## config.mk

```make
export PLATFORM = sky130hd
export DESIGN_NAME = im_loader
export DESIGN_NICKNAME = d
export VERILOG_FILES = /design/src/rtl/im_loader_pkg.sv /design/src/rtl/im_loader_byte_packer.sv /design/src/rtl/im_loader.sv
export SDC_FILE = /design/constraint.sdc
export NUM_CORES = 1
export LEC_CHECK = 0
export CAP_MARGIN = 10
export CORE_ASPECT_RATIO = 1.75
export CORE_UTILIZATION = 50
export CTS_CLUSTER_SIZE = 30
export DETAILED_ROUTE_END_ITERATION = 10
export PLACE_DENSITY = 0.83
export SKIP_LAST_GASP = 1
export SYNTH_ARGS = -nofsm -noshare
export SYNTH_HDL_FRONTEND = slang
export SYNTH_HIERARCHICAL = 1
export SYNTH_SLANG_ARGS = --single-unit
```

## constraint.sdc

```tcl
create_clock -name clk_m -period 3.06 [get_ports clk_m]
set_clock_uncertainty 0.05 [all_clocks]
set_input_delay 0.765 -clock clk_m [delete_from_list [all_inputs] [get_ports clk_m]]
set_output_delay 0.765 -clock clk_m [all_outputs]
set_load 0.02 [all_outputs]
```

## src/rtl/im_loader_pkg.sv

```systemverilog
// ============================================================================
//  Module      : im_loader_pkg
//  Description : Shared state encoding and IM memory configuration for the
//                boot-time instruction-memory loader.
//  Revision    : 1.0 - initial release
// ============================================================================
`default_nettype none

package im_loader_pkg;

    // Memory configuration: IM byte-address width and base of the text region
    localparam int          c_width_im_addr  = 14;
    localparam logic [31:0] c_text_startaddr = 32'h0000_3000;

    typedef enum logic [2:0] {
        ST_IDLE = 3'd0,
        ST_LEN  = 3'd1,
        ST_DATA = 3'd2,
        ST_CSUM = 3'd3,
        ST_DONE = 3'd4,
        ST_ERR  = 3'd5
    } state_t;

endpackage

`default_nettype wire

```

## src/rtl/im_loader_byte_packer.sv

```systemverilog
// ============================================================================
//  Module      : byte_packer
//  Description : Shifts a byte stream into big-endian 32-bit words; flags each
//                completed word combinationally with the 4th byte.
//  Revision    : 1.0 - initial release
// ============================================================================
`default_nettype none

module byte_packer (
    input  logic        clk_m,
    input  logic        rst_n,
    input  logic        clear,
    input  logic        byte_valid,
    input  logic [7:0]  byte_data,
    output logic [31:0] word,
    output logic        word_valid
);

    logic [1:0]  r_lane;
    logic [23:0] r_shift;

    // Only the three older bytes are stored; the 4th completes the word in flight
    assign word       = {r_shift, byte_data};
    assign word_valid = byte_valid & (r_lane == 2'd3);

    always_ff @(posedge clk_m or negedge rst_n) begin
        if (!rst_n) begin
            r_lane  <= 2'd0;
            r_shift <= 24'd0;
        end else if (clear) begin
            r_lane  <= 2'd0;
            r_shift <= 24'd0;
        end else if (byte_valid) begin
            r_lane  <= r_lane + 2'd1;
            r_shift <= {r_shift[15:0], byte_data};
        end
    end

endmodule

`default_nettype wire

```

## src/rtl/im_loader.sv

```systemverilog
// ============================================================================
//  Module      : im_loader
//  Description : Loads a length-prefixed, XOR-checksummed word stream into the
//                instruction memory and holds the CPU until the load succeeds.
//  Revision    : 1.0 - initial release
// ============================================================================
`default_nettype none

module im_loader
    import im_loader_pkg::*;
#(
    parameter int          WIDTH_IM_ADDR  = c_width_im_addr,
    parameter logic [31:0] TEXT_STARTADDR = c_text_startaddr
) (
    input  logic                     clk_m,
    input  logic                     rst_n,
    input  logic                     start,
    input  logic                     in_valid,
    input  logic [7:0]               in_data,
    output logic                     in_ready,
    output logic                     im_we,
    output logic [WIDTH_IM_ADDR-3:0] im_addr,
    output logic [31:0]              im_wdata,
    output logic                     busy,
    output logic                     done,
    output logic                     error,
    output logic                     cpu_hold,
    output logic [31:0]              load_base
);

    localparam logic [31:0]              c_capacity = 32'(2 ** (WIDTH_IM_ADDR - 2));
    localparam logic [WIDTH_IM_ADDR-2:0] c_wcnt_one = 1;

    state_t                   r_state;
    state_t                   w_state_next;
    logic                     w_hs;
    logic                     w_clear;
    logic                     w_start_ok;
    logic                     w_write;
    logic [31:0]              w_word;
    logic                     w_word_valid;
    logic [WIDTH_IM_ADDR-2:0] w_wcnt_inc;
    logic [WIDTH_IM_ADDR-2:0] r_wcnt;
    logic [WIDTH_IM_ADDR-2:0] r_nwords;
    logic [31:0]              r_csum;

    assign load_base  = TEXT_STARTADDR;
    assign w_hs       = in_valid & in_ready;
    assign w_wcnt_inc = r_wcnt + c_wcnt_one;
    assign w_clear    = (w_state_next != r_state);

    byte_packer u_packer (
        .clk_m      (clk_m),
        .rst_n      (rst_n),
        .clear      (w_clear),
        .byte_valid (w_hs),
        .byte_data  (in_data),
        .word       (w_word),
        .word_valid (w_word_valid)
    );

    always_ff @(posedge clk_m or negedge rst_n) begin
        if (!rst_n) r_state <= ST_IDLE;
        else        r_state <= w_state_next;
    end

    always_comb begin
        w_state_next = r_state;
        w_start_ok   = 1'b0;
        w_write      = 1'b0;
        case (r_state)
            ST_IDLE, ST_DONE, ST_ERR: begin
                if (start) begin
                    w_start_ok   = 1'b1;
                    w_state_next = ST_LEN;
                end
            end
            ST_LEN: begin
                if (w_word_valid) begin
                    if (w_word > c_capacity)  w_state_next = ST_ERR;
                    else if (w_word == 32'd0) w_state_next = ST_CSUM;
                    else                      w_state_next = ST_DATA;
                end
            end
            ST_DATA: begin
                if (w_word_valid) begin
                    w_write = 1'b1;
                    if (w_wcnt_inc == r_nwords) w_state_next = ST_CSUM;
                end
            end
            ST_CSUM: begin
                if (w_word_valid) w_state_next = (w_word == r_csum) ? ST_DONE : ST_ERR;
            end
            default: w_state_next = ST_IDLE;
        endcase
    end

    // All flags are registered decodes of the next state, so nothing reaches
    // an output combinationally from in_valid.
    always_ff @(posedge clk_m or negedge rst_n) begin
        if (!rst_n) begin
            in_ready <= 1'b0;
            busy     <= 1'b0;
            done     <= 1'b0;
            error    <= 1'b0;
            cpu_hold <= 1'b1;
            im_we    <= 1'b0;
            im_addr  <= '0;
            im_wdata <= 32'd0;
            r_wcnt   <= '0;
            r_nwords <= '0;
            r_csum   <= 32'd0;
        end else begin
            in_ready <= (w_state_next == ST_LEN) || (w_state_next == ST_DATA) ||
                        (w_state_next == ST_CSUM);
            busy     <= (w_state_next == ST_LEN) || (w_state_next == ST_DATA) ||
                        (w_state_next == ST_CSUM);
            done     <= (w_state_next == ST_DONE);
            error    <= (w_state_next == ST_ERR);
            cpu_hold <= (w_state_next != ST_DONE);
            im_we    <= w_write;
            if (w_start_ok) begin
                r_wcnt <= '0;
                r_csum <= 32'd0;
            end
            if ((r_state == ST_LEN) && w_word_valid) begin
                r_nwords <= w_word[WIDTH_IM_ADDR-2:0];
            end
            if (w_write) begin
                im_addr  <= r_wcnt[WIDTH_IM_ADDR-3:0];
                im_wdata <= w_word;
                r_wcnt   <= w_wcnt_inc;
                r_csum   <= r_csum ^ w_word;
            end
        end
    end

endmodule

`default_nettype wire

```

==> Yosys cells after proc, flatten, opt, wreduce, memory -nomap -nowiden <==
Index checks and enable logic that the tools add are counted.
{ "totals": {"reg_bits": 136, "input_bits": 12, "word_cells": 63} }
{ "classes": {"addsub": 2, "magnitude_cmp": 1, "n_eq_ne": 15, "n_mux": 21, "bitwise": 3, "n_reduce_logical": 8} }
{ "ops": {"columns": ["op", "n"], "rows": [
  ["two-way mux 32 bit", 2],
  ["two-way mux 24 bit", 2],
  ["equality test 32 bit", 1],
  ["greater-than comparator 32 x 13 -> 1 bit (second input constant)", 1],
  ["zero test 32 bit", 1],
  ["XOR 32 bit", 1],
  ["two-way mux 13 bit", 2],
  ["two-way mux 3 bit", 6],
  ["adder 13 x 1 -> 13 bit (second input constant)", 1],
  ["equality test 13 bit", 1],
  ["equality test 3 x 2 -> 1 bit (second input constant)", 4],
  ["equality test 3 bit (second input constant)", 4],
  ["case mux 3 bit (4 select lines)", 1],
  ["equality test 3 x 1 -> 1 bit (second input constant)", 2],
  ["two-way mux 1 bit", 6],
  ["two-way mux 2 bit", 2],
  ["nonzero test 2 bit", 2],
  ["zero test 3 bit", 1],
  ["!= test 3 bit", 1],
  ["!= test 3 bit (second input constant)", 1],
  ["OR reduction 3 bit", 1],
  ["adder 2 x 1 -> 2 bit (second input constant)", 1],
  ["bitwise AND 1 bit", 2],
  ["equality test 2 bit (second input constant)", 1],
  ["2 further kinds", 3]
]} }

==> Logic depth before layout (Yosys ltp) <==
{ "depth": {"ltp_word": 8, "ltp_mapped": 15} }

==> Hierarchy <==
Netlist, hierarchy kept.
{ "modules_own_cells": {"columns": ["module", "n_inst", "cells_per_inst", "area_each_um2", "seq_area_each_um2"], "rows": [
  ["im_loader", 1, 603, 5485.3, 2753.9],
  ["byte_packer", 1, 94, 1153.6, 650.6]
]} }

==> Worst setup path before layout <==
No wires, ideal clock.
{ "synth_path": {"kind": "input-to-reg", "start": "input in_valid", "end": "register u_packer.r_shift[10]", "setup_time_ps": 132, "arrival_ps": 3127, "required_ps": 2878, "path_slack_ps": -249, "cell_stages": 15, "n_path_buf": 4, "cell_sequence": "and2_1 > buf_6 > buf_12 > and2_1 > nor2b_1 > nand3b_1 > inv_2 > nand3_1 > a211oi_1 > o211ai_1 > o31a_4 > o221ai_1 > buf_2 > clkbuf_1 > nor2_1"} }
{ "synth_via": {"elab_chain_cells": 6} }
{ "synth_rtl": {"columns": ["item", "line", "source"], "rows": [
  ["from (decl)", "im_loader.sv:18", "input logic in_valid,"],
  ["bitwise AND 1 bit (*)", "im_loader.sv:48", "assign w_hs = in_valid & in_ready;"],
  ["bitwise AND 1 bit (*)", "im_loader_byte_packer.sv:24", "assign word_valid = byte_valid & (r_lane == 2'd3);"],
  ["named net w_word_valid", "im_loader.sv:41", "logic w_word_valid;"],
  ["two-way mux 3 bit, on equally long branches", "im_loader.sv:92, im_loader.sv:79, im_loader.sv:86", null],
  ["case mux 3 bit (4 select lines) (*)", "im_loader.sv:71", "case (r_state)"],
  ["!= test 3 bit (*)", "im_loader.sv:50", "assign w_clear = (w_state_next != r_state);"],
  ["named net w_clear", "im_loader.sv:37", "logic w_clear;"],
  ["two-way mux 24 bit / nonzero test 2 bit (equally long branches)", null, null],
  ["to (signal assigned)", "im_loader_byte_packer.sv:35", "r_shift <= {r_shift[15:0], byte_data};"],
  ["to (decl)", "im_loader_byte_packer.sv:20", "logic [23:0] r_shift;"]
]} }
The timed path passes the listed nets; every way through them passes the cells marked *.
A chain may end at the register's enable or synchronous reset.

==> Final worst setup path <==
{ "layout_path": {"start": "input in_valid", "end": "register u_packer.r_shift[7]"} }
{ "layout_via": {"elab_chain_cells": 6} }
{ "layout_rtl": {"columns": ["item", "line", "source"], "rows": [
  ["bitwise AND 1 bit (*)", "im_loader.sv:48", null],
  ["named net w_hs", "im_loader.sv:36", "logic w_hs;"],
  ["bitwise AND 1 bit (*)", "im_loader_byte_packer.sv:24", null],
  ["named net w_word_valid", "im_loader.sv:41", null],
  ["two-way mux 3 bit, on equally long branches", "im_loader.sv:92, im_loader.sv:79, im_loader.sv:86", null],
  ["case mux 3 bit (4 select lines) (*)", "im_loader.sv:71", null],
  ["!= test 3 bit (*)", "im_loader.sv:50", null],
  ["named net w_clear", "im_loader.sv:37", null],
  ["two-way mux 24 bit / nonzero test 2 bit (equally long branches)", null, null]
]} }
Marked as above.

==> results by group <==
Placed design
  • Cell Area, Placed: 7406 um^2
  • Detail Placement HPWL: about 11,000 um
  • # port buffers: 61
  • RePlAce Congestion: ~0.9
  • Placed insts: about 920

Pwr
  • Pleak: approximately 4.0 nW
  • Pwr/cell area: 746.1 nW/um^2
  • Post-layout power: 0.005994 W
  • VDD IR max: around 520 uV

CTS
  • Reg clk slew, reported paths: ~50 ps
  • Post CTS Setup Buffer Count: 0
  • Post_cts resized: 0
  • CTS Buf Count: 17
  • Sink Count: around 140
  • TritonCTS clock tree: yes
  • Htree depth: 4
  • Root Driver: clkbuf_16
  • CTS max path bufs: 2
  • # hold bufs at CTS: 0
  • Worst-skew pair later-pin latency: 420 ps

Worst setup path
  • CP max FO: 26
  • CP Cell Sequence: clkdlybuf4s50_1, and2_1, and2_4, nor2b_4, nand3b_1, inv_2, nand3_1, a211oi_1, o211ai_1, o31a_4, o221ai_2, buf_12, nor2_1
  • Reg2Reg Setup Slack: 440 ps
  • Crit Path Category: in -> reg
  • Cell family with most CP delay: compound AO/OA/AOI/OAI gates
  • Slowest stage cell, crit path: clkdlybuf4s50_1
  • Critical Path Start Type: input pin
  • Worst path max stage delay: 460 ps
  • Worst path buffer plus inverter count: 3
  • Worst setup EP type: register
  • Worst Path Arrival: between 3000 and 4000 ps
  • Worst EP required: ~3300 ps

STA
  • Hold Fails Final Rpt: 0
  • RSZ-0062 raised after global routing: false
  • WHS: approximately 280 ps
  • Max transition margin: 0.3343
  • Endpoints failing setup: 0
  • Final Max Tran Viols: 0
  • Worst Tran Pin Value: 998.6 ps
  • Final min period: between 2000 and 3000 ps
  • Period utilization: 0.9483
  • Fmax: ~340 MHz

Die
  • Chip height: between 150 and 200 um
  • Initial Util: 0.5132
  • Placeable Area: about 13,000 um^2
  • FP Rows: 55
  • Die area: between 10,000 and 15,000 um^2
  • Die Width: ~89 um
  • Number of I/O pins: between 90 and 100

Yosys
  • Async S/R FF share, synth: 1.000
  • Synth unique cells: between 50 and 60
  • Yosys reg bits: 136
  • Yosys top cell area share: 0.5089
  • Most frequent cell after synthesis: nand2_1
  • Mapped Avg Cell Area: 9.525 um^2
  • Post-synth top cells: 148 x nand2_1, 135 x dfrtp_1, 81 x o21ai_0
  • Register area share after synthesis: 0.5128
  • Synth warn: 6
  • Ranking of synthesized cells by area: dfrtp_1 51%, nand2_1 8.4%, o21ai_0 6.1%
  • Synth Cell Area: between 6000 and 7000 um^2
  • Most common flop cell mapped by yosys: dfrtp_1
  • Largest area contributor in the netlist: dfrtp_1
  • Post-Synthesis Cells: between 600 and 700
  • Post-synth EDFFs: 0

Drt
  • Via density: approximately 5.6
  • Final ANT Viol Nets: 0
  • WL final: 16,090 um
  • DRC Markers: 0
  • Drt first pass iters: 5
  • Initial DRC Count: approximately 400
  • Vias post-DR: between 5,000 and 6,000
  • WL per Instance: 16.99 um

Finish
  • Share of cells above drive strength 1: 0.1173
  • Final nets: between 700 and 800
  • Final std cells w/o fill: ~950
  • Layout area overhead: 21.01%
  • # diodes: 0
  • Fillers: roughly 1,100
  • Design area: about 8000 um^2

Global routing
  • First-pass GRT wire length: roughly 26,000 um
  • Largest net degree at the start of global routing: 93
  • Vias in the first global route: just over 5,000
  • Total Routing Usage GR: 0.2511
  • Remaining Overflow, GRT: 0
  • Antenna violations before repair: 0

Status
  • Outcome: complete, no violations

Run
  • Max-Cap Viols: 0

Min path
  • Worst Hold Class: in -> async
-- area by class of cell --
type                    count  area (um^2)  area share
flip-flops and latches    136         3405      0.4238
clock inverters            12        175.2     0.02180
well taps                 171        214.0     0.02663
multi-input cells         510         2864      0.3565
repair buffers             96        912.1      0.1135
inverters                   3        11.26    0.001402
clock buffers              19        452.9     0.05638
-- power breakdown --
group | internal (W) | leakage [nW] | switching [W]
combinational | 0.000649 | 1.84 | 0.000796
clock | 0.00140 | 0.301 | 0.000757
sequential | 0.00205 | 1.85 | 0.000344
-- final timing paths --
| path | start | to | depth (start not counted) |
|---|---|---|---|
| worst min register to register | im_addr[9] | im_addr[9] | 2 |
| worst min-delay path | rst_n | im_wdata[24] | 1 |
| worst max register to register | r_wcnt[1] | u_packer/r_shift[7] | 9 |
| worst max-delay path | in_valid | u_packer/r_shift[7] | 13 |
| min in group clk_m | im_addr[9] | im_addr[9] | 2 |
| max in group asynchronous | rst_n | cpu_hold | 2 |
-- state kept, by name (all words and copies together), names as in the netlist, 2 cells and up --
name,count
im_addr,12
im_wdata,32
r_csum,32
r_nwords,13
r_state,3
r_wcnt,13
u_packer/r_lane,2
u_packer/r_shift,24
-- cells by family (layout without fill, tap and decap cells) --
kind of cell | after synthesis | after routing | share of synthesized area
flip-flops | 136 | 136 | 0.5128
AND/OR/NAND/NOR | 273 | 273 | 0.1777
multiplexers | 39 | 39 | 0.06125
AO/OA/AOI/OAI | 112 | 112 | 0.09781
buffers and inverters | 81 | 130 | 0.07690
other | 2 | 32 | 0.001131
adder cells (fa/ha/maj) | 2 | 2 | 0.003769
XOR/XNOR | 52 | 52 | 0.06860
-- per-stage QoR --
stage	utilization	setup slack [ps]	TNS [ps]
global route	0.6210	42.81	0
finish	0.6210	158.2	0
global placement	0.5724	-202.2	-5335
CTS	0.6210	177.9	0
detailed placement	0.5724	-222.8	-5836
floorplan	-	2.200	0
-- layer usage --
layer | up-vias | GRT usage | routed length [um]
li1 | 2394 | - | -
met1 | 2581 | 0.2932 | 6071
met5 | - | 0 | 0
met3 | 46 | 0.04963 | 796
met2 | 237 | 0.4271 | 8444
met4 | 0 | 0.1293 | 776
-- layout by cell type (no fill, tap or decap), types with 3 or more instances in the layout --
cell and n:
mux2i_1 26, a21oi_1 6, clkbuf_16 17, nor4_1 12, o31ai_1 4, and2_1 5, nor2_1 66, nand4_1 10
clkinvlp_4 3, nand3_1 6, nand2b_1 4, bufinv_16 4, mux2_2 13, o21ai_0 81, buf_4 32, xor2_1 30
buf_12 3, and3_1 5, clkdlybuf4s50_1 60, clkinv_2 3, nor3_1 4, and4_1 3, nand2_1 148, dfrtp_1 135
xnor2_1 22, conb_1 32
No activity file was read; power rests on OpenSTA's default activity.
==> patch (same settings) <==
Encoding of `state_t`: now one-hot (6 bits for 6 states).
--- a/src/rtl/im_loader_pkg.sv
+++ b/src/rtl/im_loader_pkg.sv
@@ -14,9 +14,9 @@
 
-    typedef enum logic [2:0] {
-        ST_IDLE = 3'd0,
-        ST_LEN  = 3'd1,
-        ST_DATA = 3'd2,
-        ST_CSUM = 3'd3,
-        ST_DONE = 3'd4,
-        ST_ERR  = 3'd5
+    typedef enum logic [5:0] {
+        ST_IDLE = 6'b000001,
+        ST_LEN  = 6'b000010,
+        ST_DATA = 6'b000100,
+        ST_CSUM = 6'b001000,
+        ST_DONE = 6'b010000,
+        ST_ERR  = 6'b100000
     } state_t;
Check against the original RTL: same outputs for any inputs over 10 cycles, from zero or initial values and one cycle with rst_n low; not proved beyond that.
==> patch against the original RTL <==
  * Cell area rose by 4.1%
  * Area after synthesis rose by 4.7%
  * Setup slack got worse by 43 ps
  * Maximum frequency fell by 1.5%
  * Sequential cell count rose by 3
  * Die area rose by 4.6%
  * Non-clock buffer count rose by 3
  * Register-to-register slack got worse by 330 ps
  * Count of clock-buffer cells in the layout rose by 1
  * Critical path depth fell by 5
  * Routed wire length rose by 12%
  * Critical endpoint is now u_packer/r_shift[8]$_DFFE_PN0P_
  * Power fell by 18%
  * Sequential share of layout area fell by 0.75 points
  * Largest power group is now clock
==> patch: results (changes against the original RTL) <==
* Vias in the first global route at 5791 (+13%)
* Total routed wirelength at 18000 µm (+12%)
* Top post-synthesis cells by area: dfrtp_1 (49%), nand2_1 (8.5%), o21ai_0 (6.8%), xnor2_1 (4.9%), buf_4 (4.8%)
* Routed vias at 5701 (+8.4%)
* Status: finished, final reports clean
* CP Max Fanout at 13 (-50%)
* Max_slew headroom at 54.9% (+21 points)
* Sequential share of the synthesized area at 50.1% (-1.2 points)
* Startpoint types: flop
* Share of cells above drive strength 1 at 11.9% (+0.19 points)
* R2R cell count at 8 (-1)
* CTS root buffer: clkbuf_16
* GRT Util Overall at 26.5% (+1.4 points)
* Grt met1 use at 27.4% (-2.0 points)
* Post-synth cell types at 55 (+5.8%)
* P_leak at 4.01 nW (+0.24%)
* Xor/xnor cell area share of the yosys netlist at 5.42% (-1.4 points)
* First-pass GRT wire length at 29000 µm (+12%)
* Grt ovf at 0 (unchanged)
* Dpl cell area at 0.00774 mm² (+4.5%)
* Fillcell total at 1091 (+1.6%)
* Setup WS pre-CTS at -166 ps (+57.2 ps)
* Largest net degree at the start of global routing at 72 (-23%)
* Async S/R FF share, synth at 100% (unchanged)
* GRT met2 Usage at 48.4% (+5.7 points)
* CTS Buf Count at 17 (unchanged)
* Multiplexer area fraction after synthesis at 5.99% (-0.13 points)
* Placer Congestion at 0.958 (+6.6%)
* Most common library cells after synthesis: nand2_1 (158), dfrtp_1 (137), o21ai_0 (95)
* Peak VDD IR at 0.000362 V (-31%)
* Top flop regs: im_wdata: 32 flops, r_csum: 32 flops, u_packer/r_shift: 24 flops
* Compound-Gate Fraction of Synth Area at 10.7% (+0.89 points)
* Nets at 833 (+7.1%)
* Hpwl dp at 12300 µm (+16%)
* Initial antenna violation count at 0 (unchanged)
* Critical path arrival at 3180 ps (+30 ps)
* Initial drt markers at 418 (+5.8%)
* Post-Synth Adder-Cell Area at 0.360% (-0.017 points)
* Worst r2r src: r_wcnt[3]$_DFFE_PN0P_
* Post-CTS Setup Inserts at 0 (unchanged)
* Met3 Track Usage GR at 4.61% (-0.35 points)
patch: cell count changes in the layout (fill, tap and decap cells not counted), moves of 3 or more:
cell      change
nand2b_1      -4
clkinv_2      -3
nor4_1        -3
nor2b_1       +3
nand2_1      +10
xnor2_1      +17
o21ai_0      +14
xor2_1       -26
inv_1         +6
o31ai_1       +4
nand4_1       +4
nor2_1        +5
nand3_1       +4
patch: where the power goes:
part / switching (mW) / internal [mW] / leakage, nW
Sequential: 0.123 / 1.91 / 1.93
Combinational: 0.508 / 0.266 / 1.78
Clock: 0.797 / 1.34 / 0.299
patch: logic make-up (layout without fill, tap and decap cells):
group / after synthesis / after routing
AO/OA/AOI/OAI: 132 / 132
buffers and inverters: 88 / 139
flip-flops: 139 / 139
AND/OR/NAND/NOR: 304 / 304
multiplexers: 40 / 40
adder cells (fa/ha/maj): 2 / 2
other: 2 / 32
XOR/XNOR: 43 / 43
patch: timing repair:
item                                    4_1_cts  5_1_grt
gates resized for setup                       0        2
hold buffers                                  0        0
endpoints found under the setup margin        0       22
patch: layout make-up:
class / instances / area (µm²) / share of cell area [%]
multi-input cells: 553 / 3070 / 36.6
flip-flops and latches: 139 / 3480 / 41.6
repair buffers: 99 / 947 / 11.3
clock buffers: 20 / 457 / 5.46
clock inverters: 11 / 161 / 1.93
inverters: 9 / 33.8 / 0.404
well taps: 174 / 218 / 2.60
patch: critical path: stages (launching register included):
cell and delay (ps):
dfrtp_1 530, nand4_2 260, or4_1 470, a21oi_1 180
o31ai_1 140, or4_4 550, o211ai_1 300, buf_4 250
nor2_1 80
patch: metrics by stage:
stage               hold slack (ps)  instances
floorplan                       409        780
global placement                406        974
detailed placement              411        974
CTS                             321       1005
global route                    347       1005
finish                          262       1005
patch: worst paths after layout:
check / endpoint / slack (ps)
hold reg to reg: im_addr[11]$_DFFE_PN0P_ / 420
setup reg to reg: u_packer/r_shift[8]$_DFFE_PN0P_ / 110
setup / recovery: u_packer/r_shift[8]$_DFFE_PN0P_ / 110
hold / removal: im_wdata[27]$_DFFE_PN0P_ / 260
min in group clk_m: im_addr[11]$_DFFE_PN0P_ / 420
max in group asynchronous: r_nwords[8]$_DFFE_PN0P_ / 1930
patch: metal layers:
layer | part of all wire (%) | vias up
li1 | - | 2611
met1 | 36 | 2811
met2 | 53 | 201
met3 | 4.0 | 78
met4 | 6.6 | 0
met5 | 0 | -
